### config.mk
export PLATFORM = sky130hd
export DESIGN_NAME = seq_alu
export DESIGN_NICKNAME = d
export VERILOG_FILES = /design/src/rtl/seq_alu.sv
export SDC_FILE = /design/constraint.sdc
export NUM_CORES = 1
export LEC_CHECK = 0
export ABC_AREA = 1
export CAP_MARGIN = 20
export CORE_UTILIZATION = 30
export CTS_BUF_LIST = sky130_fd_sc_hd__clkbuf_2 sky130_fd_sc_hd__clkbuf_4 sky130_fd_sc_hd__clkbuf_8
export DETAILED_ROUTE_END_ITERATION = 7
export PLACE_DENSITY_LB_ADDON = 0.1
export SLEW_MARGIN = 20
export SYNTH_ARGS = -nofsm -noshare
export SYNTH_HDL_FRONTEND = slang
export SYNTH_SLANG_ARGS = --single-unit
### constraint.sdc
create_clock -name clk -period 11.9 [get_ports clk]
set_input_delay 2.975 -clock clk [delete_from_list [all_inputs] [get_ports clk]]
set_output_delay 2.975 -clock clk [all_outputs]
set_load 0.02 [all_outputs]
### src/rtl/seq_alu.sv
// Sequential ALU: single-cycle ADD/SUB/logic/shift ops, and a WIDTH-cycle shift-add MUL.
// Valid/ready: a request transfers on a rising edge with in_valid && in_ready; a result transfers on a rising edge with out_valid && out_ready.
module seq_alu #(
  parameter int WIDTH = 32
) (
  input  logic             clk,
  input  logic             reset,
  input  logic             in_valid,
  output logic             in_ready,
  input  logic [WIDTH-1:0] a,
  input  logic [WIDTH-1:0] b,
  input  logic [2:0]       ALUControl,
  output logic             out_valid,
  input  logic             out_ready,
  output logic [WIDTH-1:0] Result,
  output logic [3:0]       ALUFlags,
  output logic [1:0]       dbg_state_o
);

  localparam int SW = $clog2(WIDTH);
  localparam int CW = SW + 1;
  localparam logic [CW-1:0] LAST_ITER = CW'(WIDTH - 1);

  localparam logic [2:0] OP_ADD = 3'b000;
  localparam logic [2:0] OP_SUB = 3'b001;
  localparam logic [2:0] OP_AND = 3'b010;
  localparam logic [2:0] OP_OR  = 3'b011;
  localparam logic [2:0] OP_XOR = 3'b100;
  localparam logic [2:0] OP_LSL = 3'b101;
  localparam logic [2:0] OP_LSR = 3'b110;
  localparam logic [2:0] OP_MUL = 3'b111;

  typedef enum logic [1:0] {
    ST_IDLE = 2'd0,
    ST_MUL  = 2'd1,
    ST_DONE = 2'd2
  } state_t;

  state_t               state_q;
  logic                 in_ready_q;
  logic                 out_valid_q;
  logic [WIDTH-1:0]     result_q;
  logic [3:0]           flags_q;
  logic [CW-1:0]        cnt_q;
  logic [WIDTH-1:0]     mcand_q;
  logic [2*WIDTH-1:0]   prod_q;
  logic [2*WIDTH-1:0]   prod_d;
  logic [WIDTH:0]       mul_sum;

  logic [WIDTH:0]       add_ext;
  logic [WIDTH:0]       shl_ext;
  logic [WIDTH:0]       shr_ext;
  logic [WIDTH-1:0]     alu_res;
  logic                 alu_c;
  logic                 alu_v;
  logic [SW-1:0]        sh_amt;

  // Single-cycle datapath, evaluated on the live inputs and registered at the accept edge.
  always_comb begin
    add_ext = '0;
    shl_ext = '0;
    shr_ext = '0;
    alu_res = '0;
    alu_c   = 1'b0;
    alu_v   = 1'b0;
    sh_amt  = b[SW-1:0];
    case (ALUControl)
      OP_ADD: begin
        add_ext = {1'b0, a} + {1'b0, b};
        alu_res = add_ext[WIDTH-1:0];
        alu_c   = add_ext[WIDTH];
        alu_v   = (a[WIDTH-1] == b[WIDTH-1]) && (alu_res[WIDTH-1] != a[WIDTH-1]);
      end
      OP_SUB: begin
        add_ext = {1'b0, a} + {1'b0, ~b} + {{WIDTH{1'b0}}, 1'b1};
        alu_res = add_ext[WIDTH-1:0];
        alu_c   = add_ext[WIDTH];
        alu_v   = (a[WIDTH-1] != b[WIDTH-1]) && (alu_res[WIDTH-1] != a[WIDTH-1]);
      end
      OP_AND: alu_res = a & b;
      OP_OR:  alu_res = a | b;
      OP_XOR: alu_res = a ^ b;
      OP_LSL: begin
        // The guard bit above/below the operand catches the last bit shifted out.
        shl_ext = {1'b0, a} << sh_amt;
        alu_res = shl_ext[WIDTH-1:0];
        alu_c   = shl_ext[WIDTH];
      end
      OP_LSR: begin
        shr_ext = {a, 1'b0} >> sh_amt;
        alu_res = shr_ext[WIDTH:1];
        alu_c   = shr_ext[0];
      end
      default: begin
        alu_res = '0;
      end
    endcase
  end

  // One shift-add step: add the multiplicand into the high half when the multiplier LSB is set,
  // then shift the whole {carry, high, low} product right by one.
  always_comb begin
    mul_sum = {1'b0, prod_q[2*WIDTH-1:WIDTH]} + (prod_q[0] ? {1'b0, mcand_q} : '0);
    prod_d  = {mul_sum, prod_q[WIDTH-1:1]};
  end

  always_ff @(posedge clk or posedge reset) begin
    if (reset) begin
      state_q     <= ST_IDLE;
      in_ready_q  <= 1'b1;
      out_valid_q <= 1'b0;
      result_q    <= '0;
      flags_q     <= '0;
      cnt_q       <= '0;
      mcand_q     <= '0;
      prod_q      <= '0;
    end else begin
      case (state_q)
        ST_IDLE: begin
          if (in_valid) begin
            in_ready_q <= 1'b0;
            if (ALUControl == OP_MUL) begin
              mcand_q <= a;
              prod_q  <= {{WIDTH{1'b0}}, b};
              cnt_q   <= '0;
              state_q <= ST_MUL;
            end else begin
              result_q    <= alu_res;
              flags_q     <= {alu_res[WIDTH-1], ~|alu_res, alu_c, alu_v};
              out_valid_q <= 1'b1;
              state_q     <= ST_DONE;
            end
          end
        end
        ST_MUL: begin
          prod_q <= prod_d;
          if (cnt_q == LAST_ITER) begin
            result_q    <= prod_d[WIDTH-1:0];
            flags_q     <= {prod_d[WIDTH-1], ~|prod_d[WIDTH-1:0], |prod_d[2*WIDTH-1:WIDTH], 1'b0};
            out_valid_q <= 1'b1;
            state_q     <= ST_DONE;
          end else begin
            cnt_q <= cnt_q + 1'b1;
          end
        end
        ST_DONE: begin
          if (out_ready) begin
            out_valid_q <= 1'b0;
            in_ready_q  <= 1'b1;
            state_q     <= ST_IDLE;
          end
        end
        default: begin
          out_valid_q <= 1'b0;
          in_ready_q  <= 1'b1;
          state_q     <= ST_IDLE;
        end
      endcase
    end
  end

  assign in_ready    = in_ready_q;
  assign out_valid   = out_valid_q;
  assign Result      = result_q;
  assign ALUFlags    = flags_q;
  assign dbg_state_o = state_q;

endmodule

==> results.ini <==
[outcome]
outcome = finished, final reports clean

[setup_path]
worst-path-max-fanout = 36
r2r_slack_ns = 8.21
r2r_cells = 18
cp-startpoint = b[0]
cp_data_arrival_time_ns = 6.96
required_ns = 12.38
cp-endpoint = ALUFlags[2]
end_kind = flop
path_class = in2reg
start_kind = input port
r2r_end = ALUFlags[1]
rr_startpoint = prod_q[0]

[timing]
rsz0062_at_grt = false
fmax_mhz = 154.2
min_period_ns = 6.483
layout_worst_path_cycle_share = 0.5448
slew_headroom = 0.3227
fin_tns_setup_ns = 0
finalHoldViolCount = 0
fin_skew_ns = 0.03286
worst_pin_slew_ns = 1.012
setup_violations = 0
drv_slew = 0

[drt]
routed_wl_mm = 98.98
wire_per_inst_um = 25.04
drcViolationCount = 0
vias = 21690
dr.first_iter.drc_count = 2602
drtPass1Iterations = 8
viasPerCell = 5.486
drtAntennaViolNets = 0

[yosys]
async_reset_ff_frac = 1.000
synth_top_family_by_area = simple AND/OR/NAND/NOR gates
ys.flop_type = dfrtp_1
synthXorXnorAreaFrac = 0.01162
synth_area_leaders = dfrtp_1 19%, nand2_1 18%, nand3_1 15%
synth_cell_types = 50
netlist.area_leader.share = 0.1937
ys_warn_count = 0
ys_seq_area_frac = 0.1952
synthMuxAreaShare = 0
netlist.top_cell.by_area = dfrtp_1
synth-simple-area-share = 0.4553
synthesis.area_sq_um = 18080
syn_inst = 3150
synth_edf_count = 0
mappedNetlistNets = 3363
synth-compound-area-share = 0.1144
yosys.area_share.adder = 0.09950
synth-seq-cells = 141
syn_avg_cell_area_sq_um = 5.740

[placed_design]
hpwl_mm = 80.69
placement.cell_area_sq_um = 19660
io_buffers = 110
gp_congestion = 1.020
dp_cells = 3919

[floorplanning]
die_w_um = 247.5
start_util = 0.3052
dieHeight_um = 247.5
core_area_sq_um = 59240
io-pin-count = 111
rows = 89
fp.dieArea_sq_um = 61260

[job]
drv_cap = 0

[clocking]
cts-hold-fix-buffers = 0
cts.clk_slew.worst_paths_ns = 0.10
clock-sinks = 141
cts_resized = 0
post_cts_buffers = 0
cts-root-buf = clkbuf_8
clock_path_buffers = 2
cts_made_buffers = 17
htreeDepth = 4
cts_tree = built
clk_latency_ns = 0.58

[layout]
stdcell_area_sq_um = 20120
nNetsFinal = 3378
drive_gt1_frac = 0.03304
instances_no_fill = 3953
area_delta_synth_final_pct = 11.27
fin_util = 0.3396

[global_route]
grt_pass1_vias = 20340
antenna_found_initial = 2
grt_usage = 0.3217
grt_pass1_wl_mm = 140.7
grt-ovfl-total = 0
grt_max_degree = 80

[power]
power.density_nw_per_um2 = 181.4
p_leak_nw = 10.43
irDropWorstVdd_v = 0.00009290

[hold_path]
hp-class = reg2reg

==> state kept, by name, summed over array words and instances (netlist names) <==
name / cells
ALUFlags: 3
Result: 32
cnt_q: 6
dbg_state_o: 2
in_ready: 1
mcand_q: 32
out_valid: 1
prod_q: 64
==> where the power goes <==
part           switching, mW  internal (mW)  leakage [nW]
logic                   1.55          0.716          8.55
clock network          0.251          0.244         0.229
registers              0.183          0.710          1.66
total                   1.98           1.67          10.4
==> worst max-delay path, cell delays in order <==
cell and delay (ns):
clkdlybuf4s50_1 0.45, buf_4 0.43, ha_1 0.36, inv_1 0.11, fa_1 0.40, inv_1 0.16, nand3_1 0.12, nand2_1 0.29
nand2_1 0.10, nand3_1 0.08, nand3_1 0.15, nor2_1 0.13, nand3_1 0.22, nor2_1 0.17, nand3_1 0.24, nor2_1 0.17
nand2_1 0.06, nor2_1 0.10, nand3_1 0.08, a21oi_1 0.14
==> synthesized netlist by cell type (22+ instances only) <==
cell type	n
nand2_1	887
nor3_1	22
o21ai_0	66
nand3_1	560
nor2_1	387
inv_1	400
buf_2	57
clkbuf_1	56
a31oi_1	69
a21oi_1	134
dfrtp_1	140
nand4_1	34
ha_1	139
==> through the flow <==
stage	total power, mW	hold WS (ns)	setup slack, ns
2_1_floorplan	2.296	0.4594	5.145
3_3_place_gp	3.144	0.4735	4.876
3_5_place_dp	3.138	0.4882	4.944
4_1_cts	3.651	0.5056	5.539
5_1_grt	3.925	0.5205	5.240
6_report	3.649	0.4969	5.417
==> worst min path at each step <==
stage | slack [ns] | to | start | cells past startpoint
floorplan | 0.46 | prod_q[32] | prod_q[32] | 2
detailed placement | 0.49 | prod_q[46] | prod_q[46] | 2
global placement | 0.47 | prod_q[44] | prod_q[44] | 2
finish | 0.50 | in_ready | in_ready | 2
CTS | 0.51 | in_ready | in_ready | 2
global route | 0.52 | in_ready | in_ready | 2
==> placed cells by master (no fill, tap or decap), types with 23 or more instances in the layout <==
cell | netlist | routed
nand4_1 | 34 | 34
o21ai_0 | 66 | 66
inv_1 | 400 | 398
ha_1 | 139 | 139
nor2_1 | 387 | 384
buf_4 | 10 | 23
nand2_1 | 887 | 887
clkdlybuf4s50_1 | 0 | 107
dfrtp_1 | 140 | 139
a31oi_1 | 69 | 69
nand3_1 | 560 | 560
a21oi_1 | 134 | 134
==> cells by family (layout without fill, tap and decap cells) <==
| group | count (synthesis) | in the layout |
|---|---|---|
| and+or+nand+nor | 1937 | 1937 |
| other | 0 | 2 |
| DFF | 141 | 141 |
| adders and majority gates | 142 | 142 |
| AOI/OAI and AO/OA | 351 | 351 |
| xor gates and xnor gates | 24 | 24 |
| buffers and inverters | 555 | 583 |
==> layout make-up <==
cell class / count / area, sq um
clock buffers: 20 / 269.0
repair buffers: 133 / 1259
fillers: 6778 / 39120
flip-flops and latches: 141 / 3531
multi-input cells: 2454 / 12330
diodes: 2 / 5.005
clock inverters: 12 / 183.9
well taps: 773 / 967.2
inverters: 418 / 1577
==> per-layer routing <==
metal,share of wire,vias up,routed length (um),GRT usage
met3,0.066,147,6561,0.04552
met4,0.051,2,5021,0.1564
met2,0.43,942,42570,0.4848
li1,-,10240,-,-
met1,0.45,10350,44810,0.4470
met5,0.00019,-,19,0
Note: power is estimated with default switching activity, not from simulation.
